## src/rtl/btn_event_conditioner.sv

```systemverilog
// rtl/btn_event_conditioner.sv - debounced push-button level with classified press events
module btn_event_conditioner #(
  parameter int TICK_CYCLES    = 10000,
  parameter int DEBOUNCE_TICKS = 4,
  parameter int LONG_TICKS     = 200
) (
  input  logic       clock,
  input  logic       reset,
  input  logic       btn_raw,
  output logic       btn_clean,
  output logic       press_pulse,
  output logic       release_pulse,
  output logic       event_valid,
  output logic [1:0] event_code,
  input  logic       event_ack,
  output logic       overflow
);

  localparam int TW = $clog2(TICK_CYCLES + 1);
  localparam int SW = $clog2(DEBOUNCE_TICKS + 1);
  localparam int HW = $clog2(LONG_TICKS + 1);

  localparam logic [TW-1:0] TICK_LAST   = TW'(TICK_CYCLES - 1);
  localparam logic [TW-1:0] TICK_ONE    = TW'(1);
  localparam logic [SW-1:0] STABLE_LAST = SW'(DEBOUNCE_TICKS - 1);
  localparam logic [SW-1:0] STABLE_ONE  = SW'(1);
  localparam logic [HW-1:0] HOLD_MAX    = HW'(LONG_TICKS);
  localparam logic [HW-1:0] HOLD_LAST   = HW'(LONG_TICKS - 1);
  localparam logic [HW-1:0] HOLD_ONE    = HW'(1);

  localparam logic [1:0] ST_IDLE      = 2'd0;
  localparam logic [1:0] ST_HELD      = 2'd1;
  localparam logic [1:0] ST_LONG_HELD = 2'd2;

  localparam logic [1:0] EV_SHORT    = 2'b01;
  localparam logic [1:0] EV_LONG     = 2'b10;
  localparam logic [1:0] EV_REL_LONG = 2'b11;

  logic          sync1_q, sync1_d;
  logic          sync2_q, sync2_d;
  logic [TW-1:0] tick_cnt_q, tick_cnt_d;
  logic [SW-1:0] stable_cnt_q, stable_cnt_d;
  logic          clean_q, clean_d;
  logic          press_q, press_d;
  logic          release_q, release_d;
  logic [HW-1:0] hold_cnt_q, hold_cnt_d;
  logic [1:0]    state_q, state_d;
  logic          valid_q, valid_d;
  logic [1:0]    code_q, code_d;
  logic          overflow_q, overflow_d;

  logic          tick;
  logic          btn_s;
  logic          emit;
  logic [1:0]    emit_code;

  assign btn_s = sync2_q;

  // Two-flop synchroniser for the raw button and the free-running sample-tick divider
  always_comb begin
    sync1_d    = btn_raw;
    sync2_d    = sync1_q;
    tick       = (tick_cnt_q == TICK_LAST);
    tick_cnt_d = tick ? '0 : tick_cnt_q + TICK_ONE;
  end

  // Debounce: accept a new level only after enough consecutive differing tick samples
  always_comb begin
    clean_d      = clean_q;
    stable_cnt_d = stable_cnt_q;
    press_d      = 1'b0;
    release_d    = 1'b0;
    if (tick) begin
      if (btn_s != clean_q) begin
        if (stable_cnt_q == STABLE_LAST) begin
          clean_d      = btn_s;
          stable_cnt_d = '0;
          press_d      = btn_s;
          release_d    = ~btn_s;
        end else begin
          stable_cnt_d = stable_cnt_q + STABLE_ONE;
        end
      end else begin
        stable_cnt_d = '0;
      end
    end
  end

  // Hold duration in ticks, restarted on each accepted press and saturating at the long threshold
  always_comb begin
    hold_cnt_d = hold_cnt_q;
    if (press_d) begin
      hold_cnt_d = '0;
    end else if (tick && clean_q && (hold_cnt_q != HOLD_MAX)) begin
      hold_cnt_d = hold_cnt_q + HOLD_ONE;
    end
  end

  // Press classifier; LONG fires from HELD only, so it is emitted once per press
  always_comb begin
    state_d   = state_q;
    emit      = 1'b0;
    emit_code = EV_SHORT;
    case (state_q)
      ST_IDLE: begin
        if (press_q) state_d = ST_HELD;
      end
      ST_HELD: begin
        if (release_q) begin
          state_d   = ST_IDLE;
          emit      = 1'b1;
          emit_code = EV_SHORT;
        end else if (tick && clean_q && (hold_cnt_q == HOLD_LAST)) begin
          state_d   = ST_LONG_HELD;
          emit      = 1'b1;
          emit_code = EV_LONG;
        end
      end
      ST_LONG_HELD: begin
        if (release_q) begin
          state_d   = ST_IDLE;
          emit      = 1'b1;
          emit_code = EV_REL_LONG;
        end
      end
      default: state_d = ST_IDLE;
    endcase
  end

  // One-deep event register; a full register drops new events and latches overflow
  always_comb begin
    valid_d    = valid_q;
    code_d     = code_q;
    overflow_d = overflow_q;
    if (emit) begin
      if (!valid_q || event_ack) begin
        valid_d = 1'b1;
        code_d  = emit_code;
      end else begin
        overflow_d = 1'b1;
      end
    end else if (event_ack) begin
      valid_d = 1'b0;
    end
  end

  // State registers with synchronous reset
  always_ff @(posedge clock) begin
    if (reset) begin
      sync1_q      <= 1'b0;
      sync2_q      <= 1'b0;
      tick_cnt_q   <= '0;
      stable_cnt_q <= '0;
      clean_q      <= 1'b0;
      press_q      <= 1'b0;
      release_q    <= 1'b0;
      hold_cnt_q   <= '0;
      state_q      <= ST_IDLE;
      valid_q      <= 1'b0;
      code_q       <= 2'b00;
      overflow_q   <= 1'b0;
    end else begin
      sync1_q      <= sync1_d;
      sync2_q      <= sync2_d;
      tick_cnt_q   <= tick_cnt_d;
      stable_cnt_q <= stable_cnt_d;
      clean_q      <= clean_d;
      press_q      <= press_d;
      release_q    <= release_d;
      hold_cnt_q   <= hold_cnt_d;
      state_q      <= state_d;
      valid_q      <= valid_d;
      code_q       <= code_d;
      overflow_q   <= overflow_d;
    end
  end

  assign btn_clean     = clean_q;
  assign press_pulse   = press_q;
  assign release_pulse = release_q;
  assign event_valid   = valid_q;
  assign event_code    = code_q;
  assign overflow      = overflow_q;

endmodule

```

## config.mk

```make
export PLATFORM = sky130hd
export DESIGN_NAME = btn_event_conditioner
export DESIGN_NICKNAME = d
export VERILOG_FILES = /design/src/rtl/btn_event_conditioner.sv
export SDC_FILE = /design/constraint.sdc
export NUM_CORES = 1
export LEC_CHECK = 0
export BUFFER_PORTS_ARGS = -buffer_cell sky130_fd_sc_hd__buf_2
export CAP_MARGIN = 20
export CORE_MARGIN = 2
export CORE_UTILIZATION = 29
export DETAILED_ROUTE_END_ITERATION = 10
export SETUP_SLACK_MARGIN = 0.2
export SYNTH_ARGS = -nofsm -noshare
export SYNTH_HDL_FRONTEND = slang
export SYNTH_SLANG_ARGS = --single-unit
export TNS_END_PERCENT = 5
```

## constraint.sdc

```tcl
create_clock -name clock -period 2.1 [get_ports clock]
set_input_delay 0.42 -clock clock [delete_from_list [all_inputs] [get_ports clock]]
set_output_delay 0.42 -clock clock [all_outputs]
set_load 0.02 [all_outputs]
```

* After elaboration in Yosys (flattened, before gate mapping)
Index checks and enable logic that the tools add are counted.
** Storage, ports and cells
- Output and inout bits :: 7
- Register bits after elaboration :: 36
- Logic and storage cells :: 67
- Input port bits :: 4
** Operators by class
- Reduce and logical (&&, ||, !) cells :: 15
- $add $sub $neg :: 3
- Mux-type cells :: 21
- Bitwise operators :: 5
- Equality and inequality tests :: 11
** Operators by type and width (number)
- adder 14 x 1 -> 14 bit, second input constant :: 1
- == test 14 bit, second input constant :: 1
- 2-to-1 mux 2 bit :: 7
- 2-to-1 mux 1 bit :: 9
- adder 8 x 1 -> 8 bit, second input constant :: 1
- == test 8 bit, second input constant :: 1
- inequality test 8 bit, second input constant :: 1
- 2-to-1 mux 3 bit :: 2
- case mux 2 bit (3 select lines) :: 1
- AND reduction 2 bit :: 3
- AND reduction 3 bit :: 2
- NOT 1 bit :: 5
- inequality test 2 bit, second input constant :: 2
- case mux 2 bit (2 select lines) :: 1
- OR reduction 2 bit :: 2
- OR reduction 4 bit :: 1
- adder 3 x 1 -> 3 bit, second input constant :: 1
- == test 3 x 2 -> 1 bit, second input constant :: 1
- logical AND 1 bit :: 3
- inequality test 3 bit, second input constant :: 1
- == test 2 x 1 -> 1 bit, second input constant :: 1
- == test 2 bit, second input constant :: 1
- zero test 2 bit :: 1
- inequality test 2 x 1 -> 1 bit, second input constant :: 1
- other kinds (5) :: 5

* Depth between registers and ports, before layout
Gate-level depths: netlist of run 1.
- Word-level depth :: 8
- Depth in mapped cells :: 7
- Mapped depth without buffers :: 6

* Least setup slack after synthesis of run 1
Ideal clock, no wire load.
- Path type :: reg-to-reg
- Start point :: register clean_q, in the netlist btn_clean
- End point :: register overflow_q, in the netlist overflow
- Setup slack :: 359 ps
- Arrival time :: 1657 ps
- Path buffers :: 1
- Period minus slack after synthesis :: 1741 ps
- Cell stages (with the launch flop) :: 6
- Required time :: 2016 ps
- Setup time :: 84 ps
- Cell sequence :: dfxtp_1 > buf_4 > nand2_2 > or4_4 > o31a_1 > o31ai_2
** On the way
- Cells in the longest elaborated chain, start to end :: 6
** RTL lines
- start: declaration :: line 43 : logic clean_q, clean_d;
- start signal: assignment :: line 167 : clean_q <= clean_d;
- logical AND 1 bit (2 in series) :: line 113 : end else if (tick && clean_q && (hold_cnt_q == HOLD_LAST)) begin
- 2-to-1 mux 1 bit :: line 113
- 2-to-1 mux 1 bit :: line 109 : if (release_q) begin
- case mux 1 bit (2 select lines) :: line 104 : case (state_q)
- AND reduction 2 bit (no source line)
- end signal: assignment :: line 174 : overflow_q <= overflow_d;
- end: declaration :: line 50 : logic overflow_q, overflow_d;
Every way passes these cells.
A chain may end at the register's enable or synchronous reset.

* Worst setup path after layout of run 1
- Start point :: register tick_cnt_q[0]
- End point :: register hold_cnt_q[2]
** On the way
- Cells in the longest elaborated chain, start to end :: 3
- Elaborated cells on any way between the ends :: 5
- Classes of those cells :: 1 x eq/ne; 1 x mux; 3 x reduce/logical
** RTL lines
- start: declaration :: line 41 : logic [TW-1:0] tick_cnt_q, tick_cnt_d;
- start signal: assignment :: line 165 : tick_cnt_q <= tick_cnt_d;
- == test 14 bit (*) :: line 63 : tick = (tick_cnt_q == TICK_LAST);
- 2-to-1 mux 1 bit / logical AND 1 bit (equally long branches) :: line 73, 94
- OR reduction 2 bit (no source line) / logical AND 1 bit (equally long branches)
- end signal: assignment :: line 170 : hold_cnt_q <= hold_cnt_d;
- end: declaration :: line 46 : logic [HW-1:0] hold_cnt_q, hold_cnt_d;
Mark *: on every way between the ends. The rest lies on a longest branch, timed or not.

==> results of run 1 <==
==> flip-flops by register name, indices dropped and copies added (netlist names) <==
signal         cells
hold_cnt_q         8
event_code         2
overflow           1
event_valid        1
sync1_q            1
press_pulse        1
state_q            2
btn_s              1
btn_clean          1
stable_cnt_q       3
release_pulse      1
tick_cnt_q        14
==> power by group <==
part	total (mW)	switching, mW	internal [mW]	leakage (nW)
clock network	0.604	0.253	0.351	0.0541
logic	0.0306	0.0190	0.0116	0.353
registers	0.694	0.00565	0.689	0.292
total	1.33	0.277	1.05	0.699
==> per-stage QoR <==
stage / cell area, sq um / cells / worst slack (ns)
final: 2020 / 286 / 0.316
after global routing: 2020 / 286 / 0.175
after CTS: 1990 / 284 / 0.226
after detailed placement: 1870 / 275 / 0.147
after global placement: 1870 / 275 / 0.254
after floorplan: 1730 / 193 / 0.359
==> cell usage after synthesis <==
| master | count | area, sq um |
|---|---|---|
| dfxtp_1 | 36 | 721 |
| nand2_1 | 15 | 56.3 |
| nor2_1 | 15 | 56.3 |
| a21oi_1 | 13 | 65.1 |
| nand4_1 | 10 | 62.6 |
| nand3_1 | 8 | 40.0 |
| o21ai_0 | 8 | 40.0 |
| ha_1 | 7 | 87.6 |
| inv_1 | 7 | 26.3 |
| xnor2_1 | 6 | 52.6 |
| xor2_1 | 6 | 52.6 |
| and3_1 | 5 | 31.3 |
| nand2b_1 | 4 | 25.0 |
| nor2b_1 | 4 | 25.0 |
| o31ai_1 | 4 | 30.0 |
| or3_1 | 4 | 25.0 |
| or4_1 | 4 | 30.0 |
| clkbuf_1 | 3 | 11.3 |
| nand3b_1 | 3 | 22.5 |
| nor3_1 | 3 | 15.0 |
| and4_1 | 2 | 17.5 |
| buf_2 | 2 | 10.0 |
| nor4_1 | 2 | 12.5 |
| o21ai_1 | 2 | 10.0 |
| o311ai_0 | 2 | 17.5 |
| a21o_1 | 1 | 7.51 |
| a41o_1 | 1 | 10.0 |
| a41oi_1 | 1 | 8.76 |
| buf_4 | 1 | 7.51 |
| buf_6 | 1 | 11.3 |
| clkinv_1 | 1 | 3.75 |
| mux2i_1 | 1 | 10.0 |
| nand2_2 | 1 | 6.26 |
| nand4_4 | 1 | 21.3 |
| nand4b_1 | 1 | 8.76 |
| nand4bb_1 | 1 | 11.3 |
| nor3b_2 | 1 | 12.5 |
| nor4_4 | 1 | 21.3 |
| o211a_1 | 1 | 10.0 |
| o211ai_1 | 1 | 7.51 |
| o31a_1 | 1 | 8.76 |
| o31ai_2 | 1 | 12.5 |
| or4_4 | 1 | 11.3 |
==> layer usage <==
layer | up-vias | GRT usage, % | share of wire [%] | routed length [um]
li1 | 739 | - | - | -
met4 | 0 | 3.56 | 0.83 | 30
met1 | 696 | 15.8 | 49 | 1790
met3 | 2 | 3.11 | 3.7 | 135
met5 | - | 0 | 0 | 0
met2 | 26 | 18.9 | 46 | 1670
==> cell usage in the layout (no fill, tap or decap), drive strengths merged, types with 5 or more instances in the layout <==
| cell | instances |
|---|---|
| nand4 | 12 |
| nand3 | 8 |
| xnor2 | 6 |
| ha | 7 |
| or4 | 5 |
| o31ai | 5 |
| o21ai | 10 |
| and3 | 5 |
| clkbuf | 5 |
| buf | 16 |
| xor2 | 6 |
| dfxtp | 36 |
| a21oi | 13 |
| nand2 | 16 |
| nor2 | 15 |
| inv | 7 |
==> kinds of logic after synthesis <==
family                   after synthesis
multiplexers                           1
buffers and inverters                 15
AO/OA/AOI/OAI                         36
adder cells (fa/ha/maj)                7
XOR/XNOR                              12
flip-flops                            36
AND/OR/NAND/NOR                       86
==> repair_timing <==
action,4_1_cts,5_1_grt
cloned,1,0
setup endpoints to repair,4,8
pin swaps,0,1
buffers inserted,0,2
resized for setup,1,6
==> area by class of cell <==
class	instances	area share, %
Tap cell	75	4.64
Sequential cell	36	35.7
Timing Repair Buffer	16	4.70
Clock buffer	5	3.40
Multi-Input combinational cell	143	47.9
Inverter	8	1.48
Clock inverter	3	2.10
==> worst paths after layout <==
kind | start | to | slack (ns)
worst max-delay path | tick_cnt_q[0] | hold_cnt_q[2] | 0.32
worst max register to register | tick_cnt_q[0] | hold_cnt_q[2] | 0.32
worst min-delay path | btn_raw | sync1_q | 0.34
worst min register to register | sync1_q | btn_s | 0.44
==> worst max-delay path, cell delays in order (launching register included) <==
cell and delay, ns:
dfxtp_1 0.38, ha_1 0.22, and3_4 0.25, nand4_4 0.17, or4_1 0.54, a21oi_1 0.15
==> out/results.ini, run 1 <==
[logic_synthesis]
ys_ff_latch=36
yosys.area_share.adder_pct=5.05
avgSynthCellArea_sq_um=8.98
synth_top_family_by_area=simple AND/OR/NAND/NOR gates
synth_cell_type_count=43
ys_seq_area_share_pct=41.6
synth_xor_area_share_pct=6.06
synthMuxAreaShare_pct=0.578
synth_compound_area_share_pct=13.1
syn_nets=204
yosysWarnings=0
netlist_area_sq_um=1730
synthSimpleGateAreaFrac_pct=29.5
syn_inst=193

[sta]
setup_viol=0
hold_slack_ns=0.338
rsz0062_at_grt=yes
max_freq_mhz=561
skew_ns=0.00497
tightest_slew_ns=0.397
period_needed_ns=1.78
fin_crit_sh_pct=85.0
finalMaxSlewViolations=0
max-slew-margin-rel_pct=73.5
setup_tns_ns=0
hold_violations=0

[job]
cap_violations=0

[worst_setup_path]
worst_ep_arrival_time_ns=2.00
worstSetupEndpointType=register
r2r_cells=5
critPathRequiredTime_ns=2.32
crit_fanout=11
crit_path_start_kind=register
crit_type=reg -> reg

[floorplanning]
start_util_pct=29.6
ios=11
num_rows=28
core-area_sq_um=5850
die_w_um=81.3
die_h_um=81.3
dieArea_sq_um=6610

[drt]
first_pass_iters=4
drtAntennaViolNets=0
drt_iter0_drc=76
routed_wl_mm=3.63
vias=1463
drt-vias-per-instance=5.12
wl_per_cell_um=12.7
drc_errors=0

[clock_tree]
ctsHtreeMaxLevel=2
hold_buffers=0
root_buffer=clkbuf_8
clockBufferDepth=2
path_clk_slew_ns=0.07
clkLatencyLatePin_ns=0.29
numCtsBuffers=5
cts.sinks=36
cts_tree=done

[layout]
area_growth_pct=16.8
multi_input_area_sq_um=970
diodes=0
post_route_cells_drive_above_1_share_pct=17.1
fin_util_pct=34.6
nets=221
regArea_sq_um=723
fill_cells=610

[global_route]
grt_pass1_wl_mm=6.23
grt_max_degree=13
antenna_found_initial=0
grt_pass1_vias=1352
overflow=0
grt.total_usage_pct=11.9

[placement]
io_buffer_count=10
finalWeightedCongestion=0.727
dp_hpwl_mm=2.40

[status]
run_status=complete, no violations

[pwr]
p_per_area_nw_per_um2=657
peakVddDrop_uv=305
leakage_nw=0.699
power_mw=1.33

[min_path]
min_path_type=in -> reg
holdPathStages=2

No activity file was read; power rests on OpenSTA's default activity.
==> run 2, diff against run 1 <==
==> constraint.sdc (replaced) <==
create_clock -name clock -period 1.7 [get_ports clock]
set_input_delay 0.34 -clock clock [delete_from_list [all_inputs] [get_ports clock]]
set_output_delay 0.34 -clock clock [all_outputs]
set_load 0.02 [all_outputs]
==> run 2 against run 1 <==
  * First-iteration DRC count fell by 37%
  * Final cell count rose by 8.0%
  * Critical path type unchanged
  * Clock-buffer cell count rose by 3
  * Core utilization rose by 4.4 points
  * Power rose by 26%
==> out/results.ini, run 2 (synthesis gave the netlist of run 1 again) <==
[layout]
regMostFlops=tick_cnt_q
largest_register_ffs=14  ; unchanged
diodes=0  ; unchanged
area_growth_pct=31.6
layout_commonest_cell=dfxtp_1
post_route_cells_drive_above_1_share_pct=30.3  ; +13 points
final_cell_mix=30 x dfxtp_1, 25 x buf_4, 15 x nand2_1, 15 x nor2_1
reg_top3=tick_cnt_q: 14 flops, hold_cnt_q: 8 flops, stable_cnt_q: 3 flops
final_cells=309  ; +8.0%
nets=244  ; +10%

[floorplanning]
die_h_um=81.3  ; unchanged
core-area_sq_um=5850  ; unchanged
die_w_um=81.3  ; unchanged
ios=11  ; unchanged
num_rows=28  ; unchanged
dieArea_sq_um=6610  ; unchanged
start_util_pct=29.6  ; unchanged

[sta]
finalMaxSlewViolations=0  ; unchanged
fin_ws_ns=0.0349  ; -0.281 ns
hold_violations=0  ; unchanged
rsz0062_at_grt=yes
skew_ns=0.00597  ; +0.000998 ns
period_needed_ns=1.67  ; -0.119 ns
setup_tns_ns=0  ; unchanged
hold_slack_ns=0.263  ; -0.0747 ns
tightest_slew_ns=0.376  ; -0.0206 ns
fin_crit_sh_pct=97.9  ; +13 points
setup_viol=0  ; unchanged
max_freq_mhz=601  ; +7.1%
max-slew-margin-rel_pct=74.8  ; +1.3 points

[worst_setup_path]
worstSetupEndpointType=register
crit_buf_inv=1  ; +1
crit_type=reg -> reg
crit_path_start_kind=register
crit_fanout=7  ; -4
crit_path_max_incr_delay_ns=0.54  ; about the same
slowest_stage=or4_1
path_cells=nor4_4 > buf_4 > nand4_4 > or4_1 > a21oi_1
critPathRequiredTime_ns=1.92  ; -0.40 ns
worst_ep_arrival_time_ns=1.89  ; -0.11 ns
critical-path-top-delay-family=simple AND/OR/NAND/NOR gates

[status]
run_status=complete, no violations

[clock_tree]
numCtsBuffers=5  ; unchanged
cts_tree=done
cts.sinks=36  ; unchanged
hold_buffers=0  ; unchanged
clockBufferDepth=2  ; unchanged
ctsHtreeMaxLevel=2  ; unchanged
path_clk_slew_ns=0.07  ; about the same
root_buffer=clkbuf_8
clkLatencyLatePin_ns=0.29  ; about the same

[drt]
drtAntennaViolNets=0  ; unchanged
drc_errors=0  ; unchanged
vias=1507  ; +3.0%
drt_iter0_drc=48  ; -37%
drt-vias-per-instance=4.88  ; -4.7%
routed_wl_mm=3.67  ; +1.1%
first_pass_iters=4  ; unchanged
wl_per_cell_um=11.9  ; -6.4%

[job]
cap_violations=0  ; unchanged

[global_route]
grt_pass1_vias=1346  ; -0.44%
grt.total_usage_pct=12.0  ; +0.085 points
grt_pass1_wl_mm=6.17  ; -1.0%
grt_max_degree=13  ; unchanged
overflow=0  ; unchanged
antenna_found_initial=0  ; unchanged

[min_path]
min_path_type=in -> reg

[pwr]
p_per_area_nw_per_um2=732  ; +11%
leakage_nw=0.867  ; +24%
peakVddDrop_uv=347  ; +14%

[placement]
io_buffer_count=10  ; unchanged
finalWeightedCongestion=0.775  ; +6.6%
place_ws_ns=-0.0599  ; -0.207 ns
dp.cells=295  ; +7.3%
dp_hpwl_mm=2.50  ; +4.2%

-- run 2: per-layer routing --
metal | up-vias | global-route usage (%) | wire length (um)
met2 | 24 | 18.5 | 1600
met1 | 694 | 15.5 | 1870
li1 | 781 | - | -
met5 | - | 0 | 0
met3 | 8 | 3.33 | 128
met4 | 0 | 5.25 | 73
-- run 2: worst paths after layout --
kind / start / endpoint / slack (ns) / depth (start not counted)
min reg2reg: sync1_q / btn_s / 0.44 / 1
max reg2reg: tick_cnt_q[7] / hold_cnt_q[5] / 0.03 / 5
min: btn_raw / sync1_q / 0.26 / 2
max: tick_cnt_q[7] / hold_cnt_q[5] / 0.03 / 5
-- run 2: what timing repair did --
item,in CTS,in global routing
buffers inserted,5,0
pin swaps,5,11
cloned,1,0
resized for setup,2,15
setup endpoints to repair,26,33
-- run 2: final cells by class --
cell class | count | area [sq um]
fillers | 582 | 3570
multi-input cells | 143 | 1010
flip-flops and latches | 36 | 738
repair buffers | 39 | 292
clock buffers | 8 | 121
well taps | 75 | 93.8
inverters | 8 | 30.0
-- run 2: metrics by stage --
step           instance area, sq um  power [mW]  utilization (%)
6_report                       2280        1.67             39.0
5_1_grt                        2280        1.74             39.0
4_1_cts                        2240        1.70             38.2
3_5_place_dp                   2060       0.923             35.2
3_3_place_gp                   2060       0.922             35.2
2_1_floorplan                  1770       0.897                -
-- run 2: report_power, final --
group	internal, mW	switching, mW
logic	0.0241	0.0279
clock network	0.458	0.309
registers	0.845	0.00496
